==> src/rtl/display_scan_mux.sv <==
// Four-digit multiplexed display scanner: shows each BCD digit for SCAN_DIV cycles, latching new frames only at scan boundaries.
// Latency: load reaches pending 1 cycle later and active at the next frame boundary; outputs follow registered state with no comb path from din/load.
// Backpressure: none; load is always accepted, and a newer load overwrites an untransferred pending value.
//
// Ports:
//   clk, rst_n      - single rising-edge clock, asynchronous active-low reset
//   din, load       - four packed BCD digits ([3:0] = digit 0) and their capture strobe
//   bcd             - raw nibble of the digit currently scanned
//   dig_en          - one-hot digit select, all-zero while the slot is blanked
//   blank           - current slot is dark (non-decimal nibble, or leading zero)
//   frame_done      - one-cycle pulse after each completed 4-digit scan
// Optional build macro: LEADING_ZERO_BLANK_EN also blanks leading-zero digits 3..1.
module display_scan_mux #(
  parameter int unsigned SCAN_DIV = 4
) (
  input  logic        clk,
  input  logic        rst_n,
  input  logic [15:0] din,
  input  logic        load,
  output logic [3:0]  bcd,
  output logic [3:0]  dig_en,
  output logic        blank,
  output logic        frame_done
);

  localparam int unsigned PW = (SCAN_DIV > 1) ? $clog2(SCAN_DIV) : 1;
  localparam logic [PW-1:0] PRESC_TC = PW'(SCAN_DIV - 1);

  logic [PW-1:0] presc_q, presc_d;
  logic [1:0]    idx_q, idx_d;
  logic [15:0]   pending_q, pending_d;
  logic          pending_vld_q, pending_vld_d;
  logic [15:0]   active_q, active_d;
  logic          frame_done_q, frame_done_d;

  logic tc;
  logic boundary;

  always_comb begin
    tc       = (presc_q == PRESC_TC);
    boundary = tc && (idx_q == 2'd3);

    presc_d      = tc ? '0 : presc_q + 1'b1;
    idx_d        = tc ? idx_q + 2'd1 : idx_q;
    frame_done_d = boundary;

    // Active only moves at the frame boundary so a frame never mixes two values.
    active_d      = active_q;
    pending_vld_d = pending_vld_q;
    if (boundary && pending_vld_q) begin
      active_d      = pending_q;
      pending_vld_d = 1'b0;
    end

    // A load on the boundary edge still lands in pending after the old value moved on.
    pending_d = pending_q;
    if (load) begin
      pending_d     = din;
      pending_vld_d = 1'b1;
    end
  end

  always_ff @(posedge clk or negedge rst_n) begin
    if (!rst_n) begin
      presc_q       <= '0;
      idx_q         <= 2'd0;
      pending_q     <= 16'h0000;
      pending_vld_q <= 1'b0;
      active_q      <= 16'h0000;
      frame_done_q  <= 1'b0;
    end else begin
      presc_q       <= presc_d;
      idx_q         <= idx_d;
      pending_q     <= pending_d;
      pending_vld_q <= pending_vld_d;
      active_q      <= active_d;
      frame_done_q  <= frame_done_d;
    end
  end

  // Output decode works purely from flops, so din/load never reach the pins combinationally.
  logic [3:0] nib;
  logic       lead_zero;

  always_comb begin
    nib       = 4'h0;
    lead_zero = 1'b0;
    case (idx_q)
      2'd0: nib = active_q[3:0];
      2'd1: nib = active_q[7:4];
      2'd2: nib = active_q[11:8];
      default: nib = active_q[15:12];
    endcase
`ifdef LEADING_ZERO_BLANK_EN
    // A digit is a leading zero when it and every more-significant digit are zero; digit 0 always shows.
    case (idx_q)
      2'd1: lead_zero = (active_q[15:4] == 12'h000);
      2'd2: lead_zero = (active_q[15:8] == 8'h00);
      2'd3: lead_zero = (active_q[15:12] == 4'h0);
      default: lead_zero = 1'b0;
    endcase
`else
    lead_zero = 1'b0;
`endif
  end

  assign bcd        = nib;
  assign blank      = (nib > 4'd9) || lead_zero;
  assign dig_en     = blank ? 4'b0000 : (4'b0001 << idx_q);
  assign frame_done = frame_done_q;

endmodule

==> config.mk <==
export PLATFORM = sky130hd
export DESIGN_NAME = display_scan_mux
export DESIGN_NICKNAME = d
export VERILOG_FILES = /design/src/rtl/display_scan_mux.sv
export SDC_FILE = /design/constraint.sdc
export NUM_CORES = 1
export LEC_CHECK = 0
export CAP_MARGIN = 25
export CORE_MARGIN = 1
export CORE_UTILIZATION = 35
export DETAILED_ROUTE_END_ITERATION = 16
export GPL_TIMING_DRIVEN = 0
export PLACE_DENSITY_LB_ADDON = 0.15
export SKIP_LAST_GASP = 1
export SLEW_MARGIN = 40
export SYNTH_ARGS = -nofsm -noshare
export SYNTH_HDL_FRONTEND = slang
export SYNTH_SLANG_ARGS = --single-unit
==> constraint.sdc <==
create_clock -name clk -period 2.5 [get_ports clk]
set_input_delay 0.5 -clock clk [delete_from_list [all_inputs] [get_ports clk]]
set_output_delay 0.5 -clock clk [all_outputs]
set_load 0.02 [all_outputs]
# Word-level counts from Yosys, hierarchy flattened
# Cells that the tools add are included.
# W data, S select, Z words.
totals:
  out_inout_bits: 10
  inputBits: 19
  register_bits: 38
  elab_cells: 23
op_classes:
  n_reduce_logical: 4
  addsub: 2
  eq_ne: 4
  n_mux: 5
  magnitude_cmp: 1
  shift: 1
ops:
  columns: ["operator", "n"]
  rows:
  - ["$pmux W4 S3", 1]
  - ["$eq A2 B2 Y1 const B", 3]
  - ["$add A2 B1 Y2 const B", 2]
  - ["$gt A4 B4 Y1 const B", 1]
  - ["$mux W4", 1]
  - ["$shl A1 B2 Y4 const A", 1]
  - ["$eq A2 B1 Y1 const B", 1]
  - ["$logic_and A1 B1 Y1", 2]
  - ["$logic_not A2 Y1", 1]
  - ["$mux W1", 2]
  - ["$mux W2", 1]
  - ["$reduce_bool A2 Y1", 1]

# Longest topological paths before layout
# Gate-level depths: netlist of run 1.
logic_depth:
  depth_word: 5
  mapped_depth: 6
  ltp_nobuf: 6

# Worst setup path before layout of run 1
# OpenSTA, ideal clock, no wires.
synth_path:
  kind: "reg-to-output"
  from: "register idx_q[0]"
  to: "output port dig_en[0]"
  arrival_time_ps: 1733
  n_path_buf: 0
  slack_ps: 267
  required_time_ps: 2000
  stages_incl_launch_ff: 7
  cell_sequence: "dfrtp_1 -> inv_1 -> ha_1 -> a222oi_1 -> mux2i_1 -> o21ai_2 -> and2_1"
synth_between:
  elab_chain_len: 4
  word_cells_on_any_way: 7
  classes_between: "order compare: 1; eq/ne: 2; shift: 1; mux: 2; reduce/logical: 1"
synth_lines:
  columns: ["element", "line_no", "source"]
  rows:
  - ["start: declaration", "30", "logic [1:0] idx_q, idx_d;"]
  - ["start signal: assignment", "73", "idx_q <= idx_d;"]
  - ["$eq A2 B2 Y1 (tied with other cells)", "88", "case (idx_q)"]
  - ["$pmux W4 S3 *", "88", null]
  - ["named net bcd[2]", "20", "output logic [3:0] bcd,"]
  - ["$gt A4 B4 Y1 *", "108", "assign blank = (nib > 4'd9) || lead_zero;"]
  - ["$mux W4 *", "109", "assign dig_en = blank ? 4'b0000 : (4'b0001 << idx_q);"]
  - ["end: declaration", "21", "output logic [3:0] dig_en,"]
# The timed path passes the listed nets; every way through them passes the cells marked *.

# Final worst setup path of run 1
layout_path:
  from: "register idx_q[0]"
  to: "output port dig_en[1]"
layout_between:
  elab_chain_len: 4
  word_cells_on_any_way: 7
  classes_between: "order compare: 1; eq/ne: 2; shift: 1; mux: 2; reduce/logical: 1"
layout_lines:
  columns: ["element", "line_no"]
  rows:
  - ["$eq A2 B2 Y1 (tied with other cells)", "88"]
  - ["$pmux W4 S3", "88"]
  - ["$gt A4 B4 Y1", "108"]
  - ["$mux W4 *", "109"]
# Every way passes the cells marked *; elsewhere a longest branch is shown, timed or not.

==> results of run 1 <==
## layer usage
metal | up-vias | GRT usage [%]
met2 | 39 | 20.8
met3 | 2 | 4.94
met1 | 460 | 16.4
met4 | 0 | 4.67
li1 | 454 | -
met5 | - | 0
## sequential cells by signal, indices dropped and copies added (netlist names)
register	cells
active_q	16
pending_q	16
idx_q	2
presc_q	2
frame_done	1
pending_vld_q	1
## through the flow
step / instance area [um2] / setup WS [ns] / hold WS, ns / setup TNS [ns] / util, %
2_1_floorplan: 1600 / 0.267 / 0.204 / 0 / -
3_3_place_gp: 1940 / -0.272 / 0.413 / -1.20 / 44.2
3_5_place_dp: 1960 / -0.318 / 0.421 / -1.42 / 44.7
4_1_cts: 2050 / 0.00241 / 0.166 / 0 / 46.9
5_1_grt: 2100 / -0.145 / 0.184 / -0.700 / 47.9
6_report: 2100 / 0.00673 / 0.164 / 0 / 47.9
## cell families (layout without fill, tap and decap cells)
kind of cell             Yosys count  in the layout  share of synthesized area, %
AND/OR/NAND/NOR                    8              8                          2.97
adder cells (fa/ha/maj)            6              6                          4.68
XOR/XNOR                           1              1                         0.547
AO/OA/AOI/OAI                      7              7                          3.83
flip-flops                        38             38                          59.3
multiplexers                      36             36                          25.2
buffers and inverters             12             50                          3.43
## synth_stat cells, types with 2 or more instances
cell and instances:
buf_2 2, nand2_1 2, dfrtp_1 38, inv_1 7, a222oi_1 4, mux2i_1 4
ha_1 6, mux2_2 31, and2_1 4
## what timing repair did
action	in CTS	in global routing
gates resized for setup	34	10
endpoints found under the setup margin	9	7
setup buffers	2	2
pin swaps	2	3
## where the power goes
group          switching (uW)  internal (uW)  leakage [uW]
registers                28.4            668      0.000447
logic                    61.8           95.1      0.000452
clock network             184            192     0.0000383
total                     275            955      0.000937
## critical path, stage by stage, from the launching register on
cell      delay (ns)
dfrtp_2         0.40
inv_2           0.08
ha_4            0.18
a222oi_1        0.36
mux2i_1         0.18
o21ai_2         0.23
and2_1          0.17
buf_6           0.12
## path summary, 6_finish.rpt
| path | endpoint | slack, ns |
|---|---|---|
| setup / recovery | dig_en[1] | 0.007 |
| hold / removal | pending_q[15] | 0.16 |
| setup reg to reg | active_q[10] | 0.80 |
| hold reg to reg | presc_q[0] | 0.43 |
| max in group asynchronous | idx_q[1] | 1.88 |
| min in group clk | presc_q[0] | 0.43 |
## area by class of cell
type / instances / area, um2 / area share, %
inverters: 8 / 30.0 / 1.43
multi-input cells: 58 / 627 / 29.8
repair buffers: 32 / 328 / 15.6
clock buffers: 7 / 76.3 / 3.63
flip-flops and latches: 38 / 953 / 45.4
plain buffers: 3 / 21.3 / 1.01
well taps: 52 / 65.1 / 3.10
==> flow_summary.yaml, run 1 <==
grt:
  first_global_vias: 988
  overflow: 0
  antenna_found_initial: 0
  grt_pass1_wl_mm: 4.84
  grt_max_degree: 22
  grt_util_all_layers_pct: 13.1
setup_path:
  ff2ff_path_depth: 7
  crit_arrival_ns: 1.99
  crit_start: "idx_q[0]"
  critPathLaunchType: "flip-flop"
  crit-reg2reg-launch: "idx_q[0]"
  path_class: "flip-flop to output pin"
  end_kind: "output pin"
  cp_data_required_time_ns: 2.00
  critPathMaxFanout: 5
detailed_routing:
  route.met2.wl_mm: 1.31
  vias: 955
  drt-met1-wl_mm: 1.30
  first_pass_iters: 4
  drt_iter0_drc: 37
  wl_per_cell_um: 14.5
  wl_met3_um: 232
  via_per_inst: 4.82
  drc: 0
  top_layer: "met4"
  wl_mm: 2.87
  ant_nets: 0
yosys:
  synth_nets: 133
  synthFlopType: "dfrtp_1"
  synth_top_area_share_pct: 59.3
  synthTopCellsByArea: "dfrtp_1 (59%), mux2_2 (22%), ha_1 (4.7%)"
  yosys_register_bits: 38
  synth_warnings: 0
  synth_cell_types: 19
  syn_inst: 108
  post-synth-top-area-cell: "dfrtp_1"
  synth.cell_area_mm2: 0.00160
  postSynthAreaPerCell_um2: 14.8
  synth_edf_count: 0
  ys_seq_area_share_pct: 59.3
  ys_async_sr_fraction_pct: 100
sta:
  fin_crit_sh_pct: 99.7
  relSlewSlack_pct: 69.6
  drv_slew: 0
  max_freq_mhz: 401
  min_period_ns: 2.49
  finalSetupViolCount: 0
  finalHoldViolations: 0
  worst_pin_slew_ns: 0.456
  rsz0062_at_grt: "true"
  skew_ns: 0.00659
floorplanning:
  core_area_mm2: 0.00438
  die_x_um: 69.7
  io-pin-count: 29
  start_util_pct: 36.6
  placementRows: 24
  dieHeight_um: 69.7
  die_area_mm2: 0.00485
layout:
  fill_cells: 408
  fin_nets: 171
  synthToLayoutAreaGrowth_pct: 31.1
  layout_common_cells: "dfrtp_1 (36), mux2_2 (31), clkdlybuf4s50_1 (17)"
  antennaDiodeCount: 0
  final_common_cell: "dfrtp_1"
  drive_gt1_share_pct: 42.5
  final_cell_count_no_fill: 198
cts:
  clock-sinks: 38
  cts_buffer_depth: 2
  hold_buffers: 0
  clk_latency_ns: 0.28
  clk_pin_slew_ns: 0.07
  cts_tree: "built"
  cts-root-buf: "clkbuf_8"
  htreeDepth: 2
  cts_inserted_buffers: 5
min_path:
  min_path_type: "input pin to asynchronous set/reset pin"
pwr:
  p_total_uw: 1230
  cellPowerDensity_mw_per_mm2: 585
  irDropWorstVdd_uv: 302
  p_leak_uw: 0.000937
placed_design:
  dp.cells: 188
  dpl.hpwl_mm: 2.09
  io_buffer_count: 27
  gp_congestion: 0.733
run_status:
  status: "completed"
flow_run:
  cap_viol_max_count: 0
Power figures use the tool's default switching activity.
==> run 2, diff against run 1 <==
- CORE_MARGIN: 1 -> 8
- PLACE_DENSITY_LB_ADDON: 0.15 -> 0.08
==> run 2 against run 1 <==
The run now ends with negative setup slack left. Global-route usage down 3.7 points. Die area up 44%. Sequential share of layout area down 0.39 points. Via count down 0.42%. Critical path type unchanged. Highest routed layer unchanged.
==> flow_summary.yaml, run 2 (synthesized netlist as in run 1, its figures left out) <==
layout:
  antennaDiodeCount: 0
  design_area_mm2: 0.00211
  synthToLayoutAreaGrowth_pct: 31.9
  final_common_cell: "dfrtp_1"
  drive_gt1_share_pct: 42.6
  top_regs: "active_q: 16 flops, pending_q: 16 flops"
  layout_common_cells: "dfrtp_1 (38), mux2_2 (31), clkdlybuf4s50_1 (17)"
  fin_nets: 172
sta:
  max_freq_mhz: 383
  finalSetupViolCount: 5
  setup_tns_ns: -0.310
  worst_pin_slew_ns: 0.511
  finalHoldViolations: 0
  rsz0062_at_grt: "true"
  min_period_ns: 2.61
  fin_ws_ns: -0.112
  fin_crit_sh_pct: 104
  skew_ns: 0.00712
  relSlewSlack_pct: 65.9
  drv_slew: 0
cts:
  cts_buffer_depth: 2
  cts_tree: "built"
  clk_latency_ns: 0.28
  clock-sinks: 38
  clk_pin_slew_ns: 0.07
  htreeDepth: 2
  cts_inserted_buffers: 5
  cts-root-buf: "clkbuf_8"
pwr:
  pwr-share-seq_pct: 54.6
  cellPowerDensity_mw_per_mm2: 603
  p_leak_uw: 0.000949
  irDropWorstVdd_uv: 331
  switching_share_pct: 22.6
  p_int_uw: 986
  p_switching_uw: 288
  pwr-share-comb_pct: 12.6
  clockPowerShare_pct: 32.8
placed_design:
  placed_cell_area_mm2: 0.00196
  place_ws_ns: -0.350
  io_buffer_count: 27
  gp_congestion: 0.742
  dpl.hpwl_mm: 2.36
setup_path:
  crit-reg2reg-launch: "idx_q[0]"
  cp.depth: 8
  rrSetupSlack_ns: 0.84
  ff2ff_path_depth: 7
  critPathMaxStageDelay_ns: 0.41
  crit_start: "idx_q[1]"
  critPathLaunchType: "flip-flop"
  critPathTopFamily: "compound AO/OA/AOI/OAI gates"
  path_buf_inv: 3
  end_kind: "output pin"
  cp_data_required_time_ns: 2.00
  crit_arrival_ns: 2.11
  cp-endpoint: "dig_en[3]"
  worstPathCellList: "buf_6 -> ha_4 -> a222oi_1 -> mux2i_1 -> o21ai_2 -> buf_4 -> and2_4 -> buf_6"
  cp_slowest_cell: "dfrtp_1"
  worstReg2RegEnd: "active_q[12]"
  critPathMaxFanout: 5
  path_class: "flip-flop to output pin"
  crit_top_cell: "buf_6"
detailed_routing:
  vias: 951
  ant_nets: 0
  via_per_inst: 4.76
  drt_iter0_drc: 52
  wl_mm: 3.09
  wl_per_cell_um: 15.5
  first_pass_iters: 4
  drc: 0
floorplanning:
  core_area_mm2: 0.00438
  start_util_pct: 36.6
  die_x_um: 83.7
  dieHeight_um: 83.7
  die_area_mm2: 0.00700
  placementRows: 24
  io-pin-count: 29
grt:
  antenna_found_initial: 0
  busiest_layer: "met2"
  first_global_vias: 1097
  grt_util_met1_pct: 11.0
  grt_pass1_wl_mm: 5.27
  grt_util_all_layers_pct: 9.43
  grt_max_degree: 22
  overflow: 0
  met2_usage_pct: 14.5
  grt_use_met3_pct: 4.20
run_status:
  status: "finished, violations left"
  failed_checks: "negative setup slack"
min_path:
  min_path_type: "input pin to asynchronous set/reset pin"
flow_run:
  cap_viol_max_count: 0
run 2: per-stage QoR:
step           instances  utilization [%]  power [uW]  hold slack, ns
2_1_floorplan        108                -         783           0.204
3_3_place_gp         187             44.2         858           0.413
3_5_place_dp         188             44.7         870           0.423
4_1_cts              199             47.8        1300           0.186
5_1_grt              200             48.2        1350           0.205
6_report             200             48.2        1270           0.184
run 2: what timing repair did:
action                     4_1_cts  5_1_grt
hold buffers                     0        0
setup endpoints to repair        9        6
setup buffers                    4        1
pin swaps                        2        3
resized for setup               33        7
run 2: cell type report:
type	instances	area [um2]
repair buffers	33	325
clock inverters	1	5.00
multi-input cells	58	629
flip-flops and latches	38	951
clock buffers	7	86.3
plain buffers	3	21.3
inverters	8	30.0
well taps	52	65.1
fillers	390	2270
run 2: worst min-delay path by stage:
stage / endpoint / depth (start not counted) / start
final: pending_q[4] / 1 / rst_n
after global routing: pending_q[8] / 1 / rst_n
after CTS: pending_q[4] / 1 / rst_n
after detailed placement: presc_q[0] / 1 / presc_q[0]
after global placement: presc_q[0] / 1 / presc_q[0]
after floorplan: active_q[0] / 0 / rst_n
run 2: power groups by stage:
stage,logic [uW],registers (uW),clock network (uW)
after floorplan,86.8,697,0
after global placement,153,705,0
after detailed placement,162,708,0
after CTS,161,696,440
after global routing,175,702,471
final,160,696,418
run 2: routing by layer:
| layer | part of all wire [%] | vias to the layer above |
|---|---|---|
| met5 | 0 | - |
| met4 | 1.3 | 0 |
| met3 | 6.0 | 5 |
| met2 | 48 | 29 |
| met1 | 44 | 467 |
| li1 | - | 450 |
